==> src/rtl/seg_scan_ctrl.sv <==
// seg_scan_ctrl: time-multiplexed 7-segment anode scanner with frame-aligned display updates.
// Optional build macro SEG_SCAN_LZB_EN enables leading-zero blanking of digits above digit 0.
module seg_scan_ctrl #(
  parameter int DIGITS      = 4,
  parameter int REFRESH_DIV = 50000,
  parameter int GAP_CYCLES  = 2
) (
  input  logic                      clk,
  input  logic                      rst,
  input  logic                      en,
  input  logic                      load,
  input  logic [4*DIGITS-1:0]       value,
  output logic                      upd_ack,
  output logic [3:0]                digit_bin,
  output logic [$clog2(DIGITS)-1:0] digit_sel,
  output logic [DIGITS-1:0]         an
);

  localparam int SW = $clog2(DIGITS);
  localparam int PW = $clog2(REFRESH_DIV + 1);
  localparam int GW = $clog2(GAP_CYCLES + 1);
  localparam logic [SW-1:0] LAST_DIG = SW'(DIGITS - 1);
  localparam logic [PW-1:0] PRE_LAST = PW'(REFRESH_DIV - 1);
  localparam logic [GW-1:0] GAP_LAST = GW'(GAP_CYCLES - 1);

  typedef enum logic [0:0] {GAP = 1'b0, SHOW = 1'b1} state_t;

  state_t              state_r;
  logic [PW-1:0]       presc_r;
  logic [GW-1:0]       gap_cnt_r;
  logic [4*DIGITS-1:0] shadow_r;
  logic [4*DIGITS-1:0] pend_val_r;
  logic                pend_flag_r;

  logic                wrap_s;
  logic [SW-1:0]       next_sel_s;
  logic [4*DIGITS-1:0] next_word_s;
  logic [DIGITS-1:0]   blank_s;
  logic [DIGITS-1:0]   strobe_s;

  // Next digit index and the word it will be decoded from (pending word wins at the frame wrap).
  always_comb begin
    wrap_s      = (digit_sel == LAST_DIG);
    next_sel_s  = wrap_s ? {SW{1'b0}} : (digit_sel + SW'(1));
    next_word_s = (wrap_s && pend_flag_r) ? pend_val_r : shadow_r;
  end

  // Per-digit blanking mask; digit 0 always lights.
  always_comb begin
    blank_s = {DIGITS{1'b0}};
`ifdef SEG_SCAN_LZB_EN
    for (int i = 1; i < DIGITS; i++) begin
      blank_s[i] = ((shadow_r >> (4 * i)) == {(4*DIGITS){1'b0}});
    end
`endif
  end

  // Active-low strobe for the selected digit, suppressed when that digit is blanked.
  always_comb begin
    strobe_s            = {DIGITS{1'b1}};
    strobe_s[digit_sel] = blank_s[digit_sel];
  end

  // Scan state machine, display shadow and pending-load handshake.
  always_ff @(posedge clk) begin
    if (rst) begin
      state_r     <= GAP;
      presc_r     <= {PW{1'b0}};
      gap_cnt_r   <= {GW{1'b0}};
      digit_sel   <= {SW{1'b0}};
      shadow_r    <= {(4*DIGITS){1'b0}};
      pend_val_r  <= {(4*DIGITS){1'b0}};
      pend_flag_r <= 1'b0;
      an          <= {DIGITS{1'b1}};
      digit_bin   <= 4'h0;
      upd_ack     <= 1'b0;
    end else begin
      upd_ack <= 1'b0;
      if (load) begin
        pend_val_r  <= value;
        pend_flag_r <= 1'b1;
      end
      if (!en) begin
        an <= {DIGITS{1'b1}};
      end else begin
        case (state_r)
          GAP: begin
            if (gap_cnt_r == GAP_LAST) begin
              gap_cnt_r <= {GW{1'b0}};
              state_r   <= SHOW;
              an        <= strobe_s;
            end else begin
              gap_cnt_r <= gap_cnt_r + GW'(1);
              an        <= {DIGITS{1'b1}};
            end
          end
          SHOW: begin
            if (presc_r == PRE_LAST) begin
              presc_r   <= {PW{1'b0}};
              state_r   <= GAP;
              an        <= {DIGITS{1'b1}};
              digit_sel <= next_sel_s;
              // Decoder input changes at GAP entry so it settles before the anode turns on.
              digit_bin <= next_word_s[{next_sel_s, 2'b00} +: 4];
              if (wrap_s && pend_flag_r) begin
                shadow_r    <= pend_val_r;
                pend_flag_r <= load;
                upd_ack     <= 1'b1;
              end
            end else begin
              presc_r <= presc_r + PW'(1);
              an      <= strobe_s;
            end
          end
          default: begin
            state_r <= GAP;
            an      <= {DIGITS{1'b1}};
          end
        endcase
      end
    end
  end

endmodule

==> config.mk <==
export PLATFORM = sky130hd
export DESIGN_NAME = seg_scan_ctrl
export DESIGN_NICKNAME = d
export VERILOG_FILES = /design/src/rtl/seg_scan_ctrl.sv
export SDC_FILE = /design/constraint.sdc
export NUM_CORES = 1
export LEC_CHECK = 0
export CORE_MARGIN = 1.5
export CORE_UTILIZATION = 40
export DETAILED_ROUTE_END_ITERATION = 7
export SLEW_MARGIN = 30
export SYNTH_ARGS = -nofsm -noshare
export SYNTH_HDL_FRONTEND = slang
export SYNTH_SLANG_ARGS = --single-unit
==> constraint.sdc <==
create_clock -name clk -period 1.5 [get_ports clk]
set_input_delay 0.3 -clock clk [delete_from_list [all_inputs] [get_ports clk]]
set_output_delay 0.3 -clock clk [all_outputs]
set_load 0.005 [all_outputs]
==> results of run 1 <==
[power by group]
group | switching (uW) | total (uW) | internal [uW]
logic | 99.1 | 233 | 134
registers | 26.8 | 1730 | 1700
clock network | 661 | 1440 | 779
total | 787 | 3400 | 2620
[layer usage]
metal	GRT usage	up-vias	wire length, um
li1	-	1258	-
met2	0.312	51	3450
met4	0.113	0	184
met1	0.259	1179	3240
met3	0.0457	14	255
met5	0	-	0
[registers in the layout, indices dropped and copies added (netlist names)]
name	cells
upd_ack	1
digit_bin	4
gap_cnt_r	2
pend_val_r	16
presc_r	16
state_r	1
pend_flag_r	1
an	4
digit_sel	2
shadow_r	16
[final timing paths]
kind                              startpoint            to  slack, ns  cells past startpoint
worst max register to register  digit_sel[1]  digit_bin[0]      -0.09                      7
worst min-delay path            shadow_r[10]  shadow_r[10]       0.47                      2
worst min register to register  shadow_r[10]  shadow_r[10]       0.47                      2
worst max-delay path            digit_sel[1]  digit_bin[0]      -0.09                      7
[cell usage in the layout (no fill, tap or decap), types with 3 or more instances in the layout]
cell type and count:
clkbuf_8 13, buf_6 6, o21ai_2 8, nor3_1 6, o311ai_1 4, a311oi_1 4, a21oi_2 7, nor2_4 8
o21ai_0 5, inv_1 5, nand2_1 13, nand3_1 4, or3_1 6, nor2_1 25, mux2i_1 17, buf_4 45
dfxtp_4 3, o22ai_1 4, o21ai_1 9, xor2_1 6, ha_4 3, clkdlybuf4s50_1 24, clkbuf_16 3, a21oi_1 21
dfxtp_1 53, dlygate4sd2_1 5, xnor2_1 4, buf_12 7, o22a_1 4, nand4_1 19, dfxtp_2 7
[through the flow]
step / worst slack [ns] / std cells / TNS (ns) / total power [uW]
after global routing: -0.166 / 467 / -2.57 / 3540
after global placement: -0.299 / 437 / -9.44 / 1970
after floorplan: -0.00374 / 303 / -0.00522 / 1880
final: -0.0875 / 467 / -0.893 / 3400
after CTS: -0.0778 / 460 / -0.248 / 3410
after detailed placement: -0.305 / 437 / -9.82 / 1980
[logic make-up after synthesis]
kind of cell               after synthesis
adders and majority gates                5
DFF                                     63
AOI/OAI and AO/OA                       71
muxes                                   17
buffers and inverters                   30
and+or+nand+nor                        106
xor gates and xnor gates                11
[layout make-up]
| class | count | share of cell area |
|---|---|---|
| Clock inverter | 2 | 0.00303 |
| Inverter | 5 | 0.00454 |
| Timing Repair Buffer | 93 | 0.232 |
| Multi-Input combinational cell | 210 | 0.382 |
| Sequential cell | 63 | 0.310 |
| Tap cell | 80 | 0.0242 |
| Clock buffer | 14 | 0.0442 |
[repair_timing]
item | CTS | global route
resized for setup | 40 | 61
hold endpoints to repair | 0 | 0
endpoints found under the setup margin | 49 | 44
pin swaps | 6 | 32
buffers inserted | 4 | 4
gates cloned | 3 | 3
[worst min-delay path, cell delays in order, from the launching register on]
cell	delay [ns]
dfxtp_1	0.32
o21ai_2	0.05
a21oi_1	0.05
==> summary.txt, run 1 <==
Outcome
  – Status: finished with violations
  – Violated checks: negative setup slack

Drt
  – Pre-Repair DR Iteration Count: 4
  – ANT nets after route: 0
  – Via count: 2502
  – WL final: 7.12 mm
  – WL per Instance: 15.3 um
  – Remaining DRCs: 0
  – DR iter-0 viols: 150
  – Drt via density: approximately 5.4

Layout
  – Reg area: ~1300 um^2
  – Multi-input gate area: 1580 um^2
  – # fillers: about 570
  – Post-route cell area: 4130 um^2
  – Area Overhead vs Synth: 48.7%
  – Antenna cells: 0
  – Layout cells sized above 1: 0.351
  – Util after Layout: 0.612
  – Nets@finish: between 400 and 500

Placement
  – Placed Area: 3480 um^2
  – Placed wire-length estimate: approximately 4.3 mm
  – Port-buffer cells: 30
  – Routability cong.: 0.832

Worst setup path
  – Critical path launch point type: flip-flop
  – Crit path kind: flip-flop to flip-flop
  – Crit-path leading delay family: simple AND/OR/NAND/NOR gates
  – Required time worst endpoint: 1.76 ns
  – Crit path cell chain: buf_12 -> ha_4 -> and2_4 -> buf_12 -> nor3_1 -> or3_1 -> a311oi_2
  – CP max FO: 13
  – Crit path largest cell delay: roughly 0.37 ns
  – Crit path arrival time: 1.85 ns
  – Buf/Inv on CP: 2
  – Critical path's most frequent cell: buf_12
  – Crit end category: flip-flop
  – Slowest stage cell, crit path: dfxtp_4

STA
  – Relative slew slack: 0.788
  – Fmax: between 0.6 and 0.7 GHz
  – Tcrit/Tclk final: 1.06
  – Final-report max-slew violation count: 0
  – Slew @ Worst Pin: 0.314 ns
  – Final worst slack: -0.0875 ns
  – RSZ-0062 raised after global routing: yes
  – Layout Skew: 0.00794 ns
  – Final Hold Vio Count: 0
  – Min Tclk post-route: 1.59 ns
  – Final setup vio count: 20
  – Hold slack: roughly 0.47 ns

Synth
  – Seq/Total Area, Yosys: 0.454
  – Mapped cell area: between 2000 and 3000 um^2
  – Mux contribution to synthesized area: 0.0612
  – Synth Warn #: 0
  – Synth Area in XOR/XNOR: 0.0347
  – Top cells by area, synth: dfxtp_1, mux2i_1, a21oi_1
  – Seq cells post-synth: 63
  – Synth Area in Simple Gates: 0.211
  – Async SR Flop Fraction: 0
  – Ys flop type: dfxtp_1
  – Post-synth EDFFs: 0
  – Syn nets: 328
  – Largest family of logic cells by synthesized area: simple AND/OR/NAND/NOR gates
  – Yosys top cell area share: 0.454
  – Most frequent cell after synthesis: dfxtp_1
  – Post-synthesis compound-gate area fraction: 0.152
  – Adder-cell share of the synthesized area: 0.0225
  – Avg Cell Area, Syn: 9.18 um^2
  – Yosys cell types: 45
  – Area leader, netlist: dfxtp_1
  – Post-synth top cells: dfxtp_1, nor2_1, a21oi_1, o21ai_0, nand4_1
  – Gate Count Post-Synth: 303

Min path
  – Hold Crit Class: flip-flop to flip-flop

Die
  – Area of the core: approximately 6800 um^2
  – Die H: approximately 86 um
  – Initial Util: 0.411
  – Overall die area: around 7500 um^2
  – Die Span X: 86.4 um
  – Row Count: 30
  – Io pins: 31

Clock network
  – Clock Tree Buf Depth: 2
  – H-tree depth: 3
  – CTS clk-pin slew, worst paths: around 0.07 ns
  – Hold buffer count at CTS: 0
  – Clock sink total: 63
  – CTS Buf Count: 9
  – Skew-Pair Late Insertion Delay: around 0.35 ns
  – CTS Root Cell: clkbuf_8
  – TritonCTS clock tree: done

GRT
  – Initial antenna violation count: 0
  – Gr ovfl total: 0
  – Vias in the first global route: ~2400
  – Largest net degree at the start of global routing: 32
  – All-Layer GR Usage: 0.201
  – First-pass GRT wire length: 11.6 mm

Job
  – Max Cap Viol: 0

Pwr
  – PD cells: 823 nW/um^2
  – Maximum VDD drop: approximately 740 uV
  – Total leakage power: 0.00157 uW
Power figures use the tool's default switching activity.
==> run 2: changes to the inputs <==
==> constraint.sdc (replaced) <==
create_clock -name clk -period 1.75 [get_ports clk]
set_input_delay 0.35 -clock clk [delete_from_list [all_inputs] [get_ports clk]]
set_output_delay 0.35 -clock clk [all_outputs]
set_load 0.005 [all_outputs]
==> run 2 against run 1 <==
  * The run now ends clean
  * Combinational power down 29%
  * Hold slack better by 0.0015 ns
  * Sequential power down 14%
  * Via count down 4.8%
  * Cell area down 15%
  * Largest cell class unchanged
==> summary.txt, run 2 (synthesis gave the netlist of run 1 again) <==
Min path
  – Hold Crit Start: shadow_r[10]
  – Hold path endpoint: shadow_r[10]
  – Worst hold path depth: 2
  – Hold Crit Class: flip-flop to flip-flop

Worst setup path
  – R2r endpoint: an[1]
  – Required time worst endpoint: ~1.4 ns
  – Crit end category: primary output
  – R2r worst-path depth: 6
  – Critical R2R Launch: presc_r[0]
  – Critical path launch point type: flip-flop
  – Crit path kind: flip-flop to primary output
  – CP max FO: 6
  – R2R setup slack: roughly 0.09 ns
  – Crit path arrival time: 1.32 ns

Pwr
  – Maximum VDD drop: 556 uV
  – PD cells: 841 nW/um^2
  – Total power draw: approximately 3000 uW
  – Total leakage power: 0.00130 uW

STA
  – Final-report max-slew violation count: 0
  – Final Hold Vio Count: 0
  – Tcrit/Tclk final: 0.952
  – Layout Skew: 0.00911 ns
  – Min Tclk post-route: 1.67 ns
  – Fin Setup TNS: 0 ns
  – Slew @ Worst Pin: 0.434 ns
  – Relative slew slack: 0.707
  – Final setup vio count: 0
  – Fmax: 0.600 GHz

Layout
  – Area Overhead vs Synth: 27.0%
  – Nets@finish: ~370
  – Antenna cells: 0
  – Most frequent cells in the layout: dfxtp_1, nor2_1, clkdlybuf4s50_1
  – Largest regs: pend_val_r: 16 flops, presc_r: 16 flops, shadow_r: 16 flops
  – Post-route cell area: 3530 um^2
  – Reg area: between 1000 and 1500 um^2
  – Util after Layout: 0.523
  – Multi-input gate area: ~1400 um^2
  – Layout cells sized above 1: 0.175
  – # fillers: about 640
  – Leading cell type in the layout, fill and taps excluded: dfxtp_1

Die
  – Die Span X: 86.4 um
  – Initial Util: 0.411
  – Io pins: 31
  – Area of the core: about 6800 um^2
  – Die H: ~86 um
  – Overall die area: 7460 um^2
  – Row Count: 30

Clock network
  – CTS Root Cell: clkbuf_8
  – Skew-Pair Late Insertion Delay: 0.34 ns
  – Hold buffer count at CTS: 0
  – PostCTS Resize Cnt: 3
  – CTS clk-pin slew, worst paths: 0.07 ns
  – Clock Tree Buf Depth: 2
  – Clock sink total: 63
  – CTS Buf Count: 9
  – Post-CTS setup buffer count: 0
  – H-tree depth: 3
  – TritonCTS clock tree: done

Drt
  – ANT nets after route: 0
  – Via count: 2381
  – Pre-Repair DR Iteration Count: 4
  – Drt via density: 5.49
  – WL final: 6.31 mm
  – Remaining DRCs: 0
  – DR iter-0 viols: 79
  – WL per Instance: 14.5 um

GRT
  – Vias in the first global route: 2296
  – All-Layer GR Usage: 0.187
  – Initial antenna violation count: 0
  – First-pass GRT wire length: 11.0 mm
  – Largest net degree at the start of global routing: 27
  – Gr ovfl total: 0

Job
  – Max Cap Viol: 0

Placement
  – Placed Area: 3280 um^2
  – Routability cong.: 0.778
  – Port-buffer cells: 30
  – Placed wire-length estimate: 4.33 mm

Outcome
  – Status: finished, final reports clean
==> run 2: cell types whose count changed in the layout (fill, tap and decap cells not counted), sizes merged <==
| cell | change |
|---|---|
| buf | -30 |
| bufinv | +1 |
| clkbuf | -3 |
| clkdlybuf4s50 | +6 |
| clkinv | -1 |
| dlygate4sd2 | -5 |
| dlymetal6s2s | -1 |
==> run 2: layout make-up <==
cell class | instances | share of cell area
Clock inverter | 2 | 0.0106
Sequential cell | 63 | 0.359
Tap cell | 80 | 0.0283
Timing Repair Buffer | 60 | 0.159
Multi-Input combinational cell | 210 | 0.389
Inverter | 5 | 0.00532
Clock buffer | 14 | 0.0489
==> run 2: through the flow <==
stage	setup WS (ns)	instances	hold WS [ns]
2_1_floorplan	0.109	303	0.443
3_3_place_gp	-0.0924	418	0.457
3_5_place_dp	-0.104	418	0.465
4_1_cts	0.0105	434	0.472
5_1_grt	-0.0165	434	0.492
6_report	0.0836	434	0.469
==> run 2: how the worst max path moves through the flow <==
stage	slack [ns]	from	cells past startpoint	endpoint
finish	0.08	digit_sel[0]	2	digit_sel[0]
global route	-0.02	presc_r[0]	5	digit_bin[2]
CTS	0.01	presc_r[4]	5	digit_bin[0]
detailed placement	-0.10	en	5	presc_r[15]
global placement	-0.09	en	5	presc_r[15]
floorplan	0.11	digit_sel[0]	6	digit_bin[3]
==> run 2: layer usage <==
layer  share of wire  routed length [um]  vias to the layer above  track usage
met5               0                   0                        -            0
met2            0.48                3010                       54        0.299
met1            0.47                2980                     1127        0.239
li1                -                   -                     1195            -
met4          0.0065                  41                        0       0.0513
met3           0.043                 270                        5       0.0648
==> run 2: where the power goes <==
group          leakage (uW)  switching, uW  total, uW  internal, uW
Clock              0.000103            538       1310           776
Sequential         0.000513           25.1       1490          1460
Combinational      0.000689           69.9        165          94.9
==> run 2: critical path, cell delays in order (launching register included) <==
cell             delay, ns
dfxtp_4               0.38
buf_4                 0.12
clkdlybuf4s50_1       0.48
